--- src/rtl/mux8_rr_arbiter.sv ---
// Round-robin arbiter sharing an 8:1 single-bit mux among eight requesters,
// with a per-grant hold limit. Optional hold-override input under MUX8_ARB_LOCK_EN.
module mux8_rr_arbiter #(
  parameter int MAX_HOLD = 4
) (
  input  logic       clk,
  input  logic       rst,
  input  logic [7:0] req,
  input  logic [7:0] d,
`ifdef MUX8_ARB_LOCK_EN
  input  logic       lock,
`endif
  output logic [7:0] gnt,
  output logic [2:0] sel,
  output logic       valid,
  output logic       y
);

  typedef enum logic {IDLE, GRANT} state_t;

  localparam logic [7:0] HOLD_LAST = 8'(MAX_HOLD - 1);

  state_t     state, state_nx;
  logic [2:0] cur, cur_nx, ptr, ptr_nx, sel_nx;
  logic [7:0] cnt, cnt_nx, gnt_nx;
  logic       valid_nx;

  logic       lk, at_limit, rel, found;
  logic [7:0] cand;
  logic [2:0] win, idx;

`ifdef MUX8_ARB_LOCK_EN
  assign lk = lock;
`else
  assign lk = 1'b0;
`endif

  assign at_limit = (cnt == HOLD_LAST);
  assign rel      = !req[cur] || (at_limit && !lk);

  // A holder that dropped its request is excluded; one that merely expired
  // stays eligible and, scanning from cur+1, only re-wins if nobody else asks.
  always_comb begin
    cand  = req;
    if (state == GRANT && !req[cur]) cand[cur] = 1'b0;
    found = 1'b0;
    win   = 3'd0;
    idx   = 3'd0;
    for (int k = 0; k < 8; k++) begin
      idx = ptr + 3'(k);
      if (!found && cand[idx]) begin
        found = 1'b1;
        win   = idx;
      end
    end
  end

  always_comb begin
    state_nx = state;
    cur_nx   = cur;
    ptr_nx   = ptr;
    cnt_nx   = cnt;
    gnt_nx   = gnt;
    sel_nx   = sel;
    valid_nx = valid;
    if (state == IDLE || rel) begin
      if (found) begin
        state_nx = GRANT;
        cur_nx   = win;
        gnt_nx   = 8'b1 << win;
        sel_nx   = win;
        valid_nx = 1'b1;
        cnt_nx   = 8'd0;
        ptr_nx   = win + 3'd1;
      end else begin
        state_nx = IDLE;
        gnt_nx   = 8'd0;
        sel_nx   = 3'd0;
        valid_nx = 1'b0;
        cnt_nx   = 8'd0;
      end
    end else begin
      // Saturates only while locked; otherwise rel fires at the limit.
      cnt_nx = at_limit ? cnt : cnt + 8'd1;
    end
  end

  always_ff @(posedge clk) begin
    if (rst) begin
      state <= IDLE;
      cur   <= 3'd0;
      ptr   <= 3'd0;
      cnt   <= 8'd0;
      gnt   <= 8'd0;
      sel   <= 3'd0;
      valid <= 1'b0;
    end else begin
      state <= state_nx;
      cur   <= cur_nx;
      ptr   <= ptr_nx;
      cnt   <= cnt_nx;
      gnt   <= gnt_nx;
      sel   <= sel_nx;
      valid <= valid_nx;
    end
  end

  assign y = valid & d[sel];

endmodule

--- config.mk ---
export PLATFORM = sky130hd
export DESIGN_NAME = mux8_rr_arbiter
export DESIGN_NICKNAME = d
export VERILOG_FILES = /design/src/rtl/mux8_rr_arbiter.sv
export SDC_FILE = /design/constraint.sdc
export NUM_CORES = 1
export LEC_CHECK = 0
export ABC_AREA = 1
export BUFFER_PORTS_ARGS = -buffer_cell sky130_fd_sc_hd__clkbuf_2
export CAP_MARGIN = 40
export CORE_MARGIN = 2
export CORE_UTILIZATION = 25
export CTS_CLUSTER_DIAMETER = 40
export DETAILED_ROUTE_END_ITERATION = 6
export GPL_TIMING_DRIVEN = 1
export PLACE_DENSITY_LB_ADDON = 0.3
export SYNTH_ARGS = -nofsm -noshare
export SYNTH_HDL_FRONTEND = slang
export SYNTH_SLANG_ARGS = --single-unit
--- constraint.sdc ---
create_clock -name clk -period 4.8 [get_ports clk]
set_input_delay 1.2 -clock clk [delete_from_list [all_inputs] [get_ports clk]]
set_output_delay 1.2 -clock clk [all_outputs]
set_load 0.02 [all_outputs]
==> results.cfg, run 1 <==
[outcome]
outcome = completed

[place]
dp.cells = 418
port_buffers = 30
placed_area_um2 = 2212
gp_congestion = 0.9467
dp_slack_ps = 1221
post-dp-hpwl_mm = 3.951

[clocking]
clock_path_buffers = 2
clk_pin_slew_ps = 90
post_cts_buffers = 0
cts_buffers = 3
cts_tree = yes
htree_levels = 1
clock_latency_ps = 270
ctsHoldBuffers = 0
post_cts_resized = 0
cts.sinks = 26
root_buffer = clkbuf_8

[global_routing]
grt_max_degree = 16
antenna_found_initial = 0
track_usage = 0.1157
use_met1 = 0.1440
grt_pass1_vias = 1896
gr-usage-met2 = 0.2107
use_met3 = 0.008137
grt_pass1_wl_mm = 8.300
gr-max-usage-layer = met2
globalRouteOverflowTotal = 0

[min_path]
hold_path_class = reg2reg

[die]
die_area_um2 = 8614
rows = 32
ios = 31
start_util = 0.2565
coreArea_um2 = 7687
dieWidth_um = 92.81
die_h_um = 92.81

[synthesis]
ys.flop_type = dfxtp_1
syn_avg_cell_area_um2 = 6.800
seq_area_frac_synth = 0.2640
synth_top_cell_by_area = dfxtp_1
synth_area_leaders = dfxtp_1 (26%), nand2_1 (17%), nand3_1 (7.9%)
synthCells = 290
synth_edf_count = 0
syn-num-nets = 316
ys_async_sr_fraction = 0
yosysTopAreaCellShare = 0.2640
synth_area_um2 = 1972
ys_seq_elements = 26
synth_warnings = 0
ys_types = 37

[pwr]
peakVddDrop_v = 0.0002191
leakagePower_nw = 1.122
cellPowerDensity_nw_per_um2 = 726.2

[final_layout]
area.growth.synth_to_final_pct = 15.80
final_cell_mix = nand2_1 (87), nand3_1 (31), clkbuf_2 (30)
diodes = 0
instances_no_fill = 422
layout.nets = 347
final_area_um2 = 2283
fin_util = 0.2970
layout_commonest_cell = nand2_1
drive_gt1_frac = 0.2063

[critical_path]
worstPathCellList = inv_1, ha_1, inv_1, nand3_1, nand3_1, nand2_1, inv_2, nand4_4, nor2_4, nand2_1, nand4_1, nand2_1, inv_1, ha_1, ha_1, o21ai_1, a21oi_1
cp_top_family = simple AND/OR/NAND/NOR gates
crit_required_ps = 4950
cpMaxStageDelayCell = dfxtp_1
arrival_ps = 3770
crit_fanout = 12
crit_path_max_incr_delay_ps = 680
cp-start-kind = flip-flop
crit_type = reg2reg
endpoint_kind = flip-flop
critPathBufInv = 4

[sta]
finalSetupViolCount = 0
fin_skew_ps = 6.568
hold_violations = 0
period_needed_ps = 3611
tns_ps = 0
period_share = 0.7524
rsz0062_at_grt = no
slew-limit-headroom = 0.5056
setup_slack_ps = 1189
clock.fmax_mhz = 276.9
tightest_slew_ps = 734.8
slew_violations = 0

[drt]
antenna_left = 0
routed_wl_mm = 4.715
drt_iter0_drc = 44
route.detailed.drc = 0
firstDrtPassIters = 4
viasPerCell = 4.481
wl_per_cell_um = 11.17
route.vias.total = 1891

[job]
drv_cap = 0
==> cell families after synthesis <==
kind of cell / count (synthesis) / share of synthesized area
buffers and inverters: 37 / 0.08629
AND/OR/NAND/NOR: 182 / 0.4657
AO/OA/AOI/OAI: 26 / 0.07995
flip-flops: 26 / 0.2640
XOR/XNOR: 10 / 0.04822
multiplexers: 1 / 0.005076
adder cells (fa/ha/maj): 8 / 0.05076
==> stage by stage <==
stage               hold WS, ps  power (mW)
CTS                       454.5       1.681
finish                    451.6       1.658
global route              477.4       1.854
global placement          434.0       1.488
floorplan                 417.6       1.260
detailed placement        438.6       1.497
==> cell type report <==
class	count	area (µm²)
Inverter	32	125.1
Clock inverter	1	30.03
Multi-Input combinational cell	227	1281
Tap cell	102	127.6
Sequential cell	26	520.5
Clock buffer	3	41.29
Fill cell	872	5404
Timing Repair Buffer	31	157.7
==> cell usage after synthesis, types with 2 or more instances <==
cell type and instances:
nand4_1 7, nand3_2 9, buf_4 2, o21a_1 2, xor2_1 5, nor2_1 28
o21ai_1 3, dfxtp_1 26, inv_2 3, nand2_2 6, xnor2_1 4, ha_1 8
a21oi_1 9, inv_4 2, inv_1 27, nand2_1 87, o21ai_0 7, nor3b_1 2
nand2_4 5, nand3_1 31
==> worst reg2reg max path, cell delays in order (launching register included) <==
cell	delay [ps]
dfxtp_1	680
inv_1	280
ha_1	410
inv_1	220
nand3_1	140
nand3_1	130
nand2_1	130
inv_2	90
nand4_4	130
nor2_4	200
nand2_1	130
nand4_1	140
nand2_1	120
inv_1	100
ha_1	180
ha_1	230
o21ai_1	140
a21oi_1	50
==> flip-flops by register name, indices dropped and copies added (netlist names) <==
register,flops
cnt,8
state,1
ptr,3
gnt,8
cur,3
sel,3
==> where the power goes <==
group / internal, mW / switching (mW)
sequential: 0.267 / 0.0703
combinational: 0.379 / 0.764
clock: 0.111 / 0.0666
==> final timing paths <==
kind	from	endpoint	slack [ps]	cells past startpoint
worst max-delay path	ptr[1]	ptr[2]	1190	17
worst min-delay path	cnt[0]	cnt[0]	450	1
worst max register to register	ptr[1]	ptr[2]	1190	17
worst min register to register	cnt[0]	cnt[0]	450	1
==> routing by layer <==
layer	routed length (µm)	vias to the layer above
met5	0	-
met4	52	0
met3	138	4
met2	2327	32
met1	2196	852
li1	-	1003
Power figures use the tool's default switching activity.
==> run 2, diff against run 1 <==
Clock period 4.8 ns to 2.9 ns, I/O delays scaled along.
==> run 2 against run 1 <==
Compared with the run above: first-iteration DRC count rose by 57%; flip-flop and latch count did not move; total power rose by 81%; sequential share of layout area fell by 1.2 points; worst hold slack improved by 5.2 ps; design area rose by 5.9%; largest power group unchanged.
==> results.cfg, run 2 (synthesis results as in run 1) <==
[outcome]
outcome = completed

[final_layout]
drive_gt1_frac = 0.2597
fin_util = 0.3145
seq_area_um2 = 521.8
multiInputGateArea_um2 = 1301
diodes = 0
n_fill_cell = 841
final_cell_mix = nand2_1 (87), nand3_1 (31), clkbuf_2 (30)
instances_no_fill = 437
layout.nets = 362
layout_commonest_cell = nand2_1
area.growth.synth_to_final_pct = 22.59
reg.largest.list = cnt (8), gnt (8)

[critical_path]
cp-start-kind = flip-flop
crit_fanout = 6
crit_path_max_incr_delay_ps = 390
crit_required_ps = 3060
endpoint_kind = flip-flop
arrival_ps = 2830
worstPathCellList = inv_1, ha_2, inv_2, nand3_1, nand3_1, nand2_1, inv_2, nand4_4, nor2_4, nand2_1, nor2_1, nand3b_1, ha_1, ha_1, o21ai_1, a21oi_1
crit_type = reg2reg
cpMaxStageDelayCell = ha_2

[global_routing]
grt_pass1_vias = 1879
globalRouteOverflowTotal = 0
grt_pass1_wl_mm = 8.300
track_usage = 0.1157
grt_max_degree = 16
antenna_found_initial = 0

[pwr]
switching_power_mw = 1.539
peakVddDrop_v = 0.0004119
swShare = 0.5129
power_mw = 3.001
leakagePower_nw = 1.194
intPower_mw = 1.462
pwr-share-comb = 0.727
p_seq_frac = 0.173
clkPwrFrac = 0.099
cellPowerDensity_nw_per_um2 = 1242

[drt]
drt_iter0_drc = 69
antenna_left = 0
firstDrtPassIters = 4
wl_per_cell_um = 10.91
route.vias.total = 1925
viasPerCell = 4.405
routed_wl_mm = 4.766
route.detailed.drc = 0

[min_path]
hold_path_class = reg2reg

[die]
coreArea_um2 = 7687
rows = 32
die_area_um2 = 8614
dieWidth_um = 92.81
start_util = 0.2565
die_h_um = 92.81
ios = 31

[sta]
clock.fmax_mhz = 373.6
slew-limit-headroom = 0.6605
rsz0062_at_grt = yes
slew_violations = 0
finalSetupViolCount = 0
fin_skew_ps = 4.023
tns_ps = 0
tightest_slew_ps = 508.5
hold_violations = 0
period_needed_ps = 2677
period_share = 0.9231
setup_slack_ps = 223.1

[clocking]
cts_tree = yes
clock_path_buffers = 2
root_buffer = clkbuf_8
htree_levels = 1
cts.sinks = 26
cts_buffers = 3
clk_pin_slew_ps = 90
clock_latency_ps = 270

[place]
dp_slack_ps = 41.47
port_buffers = 30
dp.cells = 431
gp_congestion = 0.8653
post-dp-hpwl_mm = 4.020

[job]
drv_cap = 0
[run 2: layout make-up]
cell class | count | share of cell area
repair buffers | 46 | 0.1118
clock buffers | 3 | 0.01708
flip-flops and latches | 26 | 0.2158
well taps | 102 | 0.05279
multi-input cells | 227 | 0.5383
inverters | 32 | 0.05176
clock inverters | 1 | 0.01242
[run 2: worst max-delay path, delay by kind of cell (launching register included)]
kind                     cells  cell delay (ps)
AND/OR/NAND/NOR              8              940
AO/OA/AOI/OAI                2              180
buffers and inverters        3              190
flip-flops                   1              330
adder cells (fa/ha/maj)      3              930
[run 2: layer usage]
layer	up-vias	wire [µm]	global-route usage
met4	0	46	0.02941
met3	4	100	0.009764
li1	1030	-	-
met2	20	2314	0.2077
met1	871	2304	0.1484
met5	-	0	0
[run 2: power groups by stage]
| stage | combinational (mW) | clock, mW | sequential [mW] |
|---|---|---|---|
| after global routing | 2.47 | 0.319 | 0.535 |
| after global placement | 2.13 | 0 | 0.524 |
| after detailed placement | 2.12 | 0 | 0.525 |
| final | 2.18 | 0.297 | 0.521 |
| after floorplan | 1.53 | 0 | 0.551 |
| after CTS | 2.13 | 0.305 | 0.518 |
[run 2: timing repair]
action | 4_1_cts | 5_1_grt
hold buffers | 0 | 0
gates resized for setup | 0 | 6
endpoints found under the setup margin | 0 | 8
buffers inserted | 0 | 2
[run 2: path summary, 6_finish.rpt]
| path | to | cells past startpoint | start | slack [ps] |
|---|---|---|---|---|
| worst max-delay path | ptr[2] | 16 | ptr[1] | 220 |
| worst min register to register | gnt[5] | 2 | gnt[5] | 460 |
| worst max register to register | ptr[2] | 16 | ptr[1] | 220 |
| worst min-delay path | gnt[5] | 2 | gnt[5] | 460 |
[run 2: through the flow]
| step | instance area, µm² | hold WS (ps) |
|---|---|---|
| detailed placement | 2310 | 444.4 |
| global route | 2417 | 487.9 |
| floorplan | 1972 | 417.6 |
| global placement | 2310 | 432.3 |
| CTS | 2381 | 461.0 |
| finish | 2417 | 456.8 |
==> run 3, diff against run 2 <==
Settings changed: CORE_UTILIZATION 25 to 45.
==> run 3 against run 2 <==
Compared with the run above: global-route usage up 8.0 points; sequential power shrank 2%; setup slack got worse by 23 ps; sequential share of layout area increased by 0.74 points; die area shrank 43%; critical path depth stayed put; design area decreased by 3.3%; maximum frequency shrank 0.85%; non-clock buffer count fell by 3; clock-buffer cell count unchanged; critical endpoint unchanged.
==> results.cfg, run 3 (synthesis results as in run 1) <==
[critical_path]
arrival_ps = 2870
endpoint_kind = flip-flop
cp-start-kind = flip-flop
crit_required_ps = 3070
crit_fanout = 11
crit_type = reg2reg
crit_path_start = ptr[1]
r2r_start = ptr[1]

[die]
ios = 31
die_h_um = 70.20
dieWidth_um = 70.20
die_area_um2 = 4927
rows = 24
coreArea_um2 = 4294
start_util = 0.4592

[sta]
slew_violations = 0
slew-limit-headroom = 0.5964
finalSetupViolCount = 0
setup_slack_ps = 200.1
tightest_slew_ps = 599.8
period_share = 0.9310
period_needed_ps = 2700
clock.fmax_mhz = 370.4
fin_skew_ps = 4.328
hold_violations = 0

[final_layout]
reg.largest.list = cnt (8), gnt (8)
final_cell_mix = nand2_1 (87), nand3_1 (30), clkbuf_2 (30)
n_fill_cell = 420
instances_no_fill = 384
layout_commonest_cell = nand2_1
area.growth.synth_to_final_pct = 18.53
layout.nets = 359
diodes = 0
drive_gt1_frac = 0.2560

[drt]
firstDrtPassIters = 4
viasPerCell = 5.068
route.detailed.drc = 0
routed.top_layer = met4
routed_wl_mm = 4.605
met2WireLength_mm = 2.072
wl_per_cell_um = 11.99
antenna_left = 0
drt_iter0_drc = 120
route.vias.total = 1946
dr_wl_met3_um = 165
met1Wirelength_mm = 2.262

[outcome]
outcome = completed

[min_path]
min_from = gnt[1]
hold_path_class = reg2reg

[clocking]
ctsHoldBuffers = 0
cts_tree = yes
clock_latency_ps = 280
cts_buffers = 3
clk_pin_slew_ps = 80
clock_path_buffers = 2
htree_levels = 1
cts.sinks = 26
root_buffer = clkbuf_8

[pwr]
leakagePower_nw = 1.182
swShare = 0.5264
switching_power_mw = 1.581
peakVddDrop_v = 0.0008231
p_seq_frac = 0.170
pwr-share-comb = 0.730
clkPwrFrac = 0.100
intPower_mw = 1.423
cellPowerDensity_nw_per_um2 = 1285

[place]
gp_congestion = 0.9205
post-dp-hpwl_mm = 3.701
dp.cells = 379
dp_slack_ps = 42.58
port_buffers = 30

[global_routing]
grt_pass1_vias = 1807
grt_pass1_wl_mm = 7.879
antenna_found_initial = 0
globalRouteOverflowTotal = 0
track_usage = 0.1954
grt_max_degree = 16

[job]
drv_cap = 0
run 3: cell count changes in the layout (fill, tap and decap cells not counted):
cell,previous run,this run
buf_4,16,13
nand3_2,9,10
nand3_1,31,30
o21ai_0,7,6
o21ai_1,3,4
run 3: critical path, stage by stage, from the launching register on:
cell and delay [ps]:
dfxtp_1 330, buf_4 210, ha_2 260, xor2_2 230
nand3_2 140, nand2_4 120, nor2_8 40, nand2_1 80
nor2_1 60, nand3_1 70, nand3_1 80, nor2_1 110
nand3b_1 150, ha_1 260, ha_1 280, o21ai_1 130
a21oi_1 50
run 3: final cells by class:
cell class	count	area (µm²)	area share
inverters	32	125.1	0.05353
multi-input cells	227	1306	0.5589
repair buffers	43	247.7	0.1060
clock inverters	1	30.03	0.01285
clock buffers	3	41.29	0.01767
well taps	52	65.06	0.02784
flip-flops and latches	26	521.8	0.2232
run 3: metal layers:
layer / vias to the layer above / GRT usage
met5: - / 0
met4: 0 / 0.08333
met3: 11 / 0.02597
met2: 40 / 0.3143
met1: 862 / 0.2625
li1: 1033 / -
run 3: what timing repair did:
action                     CTS  global route
buffers inserted             0             1
setup endpoints to repair    0             6
gates resized for setup      0             8
run 3: final timing paths:
path              depth (start not counted)      to  slack [ps]
setup / recovery                         16  ptr[2]         200
hold / removal                            2  gnt[1]         460
setup reg to reg                         16  ptr[2]         200
hold reg to reg                           2  gnt[1]         460
run 3: power by group through the flow:
stage                     Sequential (mW)  Clock, mW  Combinational [mW]
after global placement              0.516          0                2.09
after global routing                0.525      0.320                2.43
after CTS                           0.510      0.307                2.13
final                               0.512      0.300                2.19
after floorplan                     0.551          0                1.53
after detailed placement            0.518          0                2.12
run 3: metrics by stage:
stage / hold slack [ps] / instance area [µm²] / power, mW / util / setup TNS [ps]
after global placement: 431.5 / 2232 / 2.611 / 0.5198 / 0
after detailed placement: 437.1 / 2232 / 2.636 / 0.5198 / 0
after floorplan: 417.6 / 1972 / 2.086 / - / 0
final: 455.4 / 2337 / 3.004 / 0.5443 / 0
after CTS: 457.7 / 2303 / 2.953 / 0.5364 / 0
after global routing: 476.5 / 2337 / 3.270 / 0.5443 / -5.535
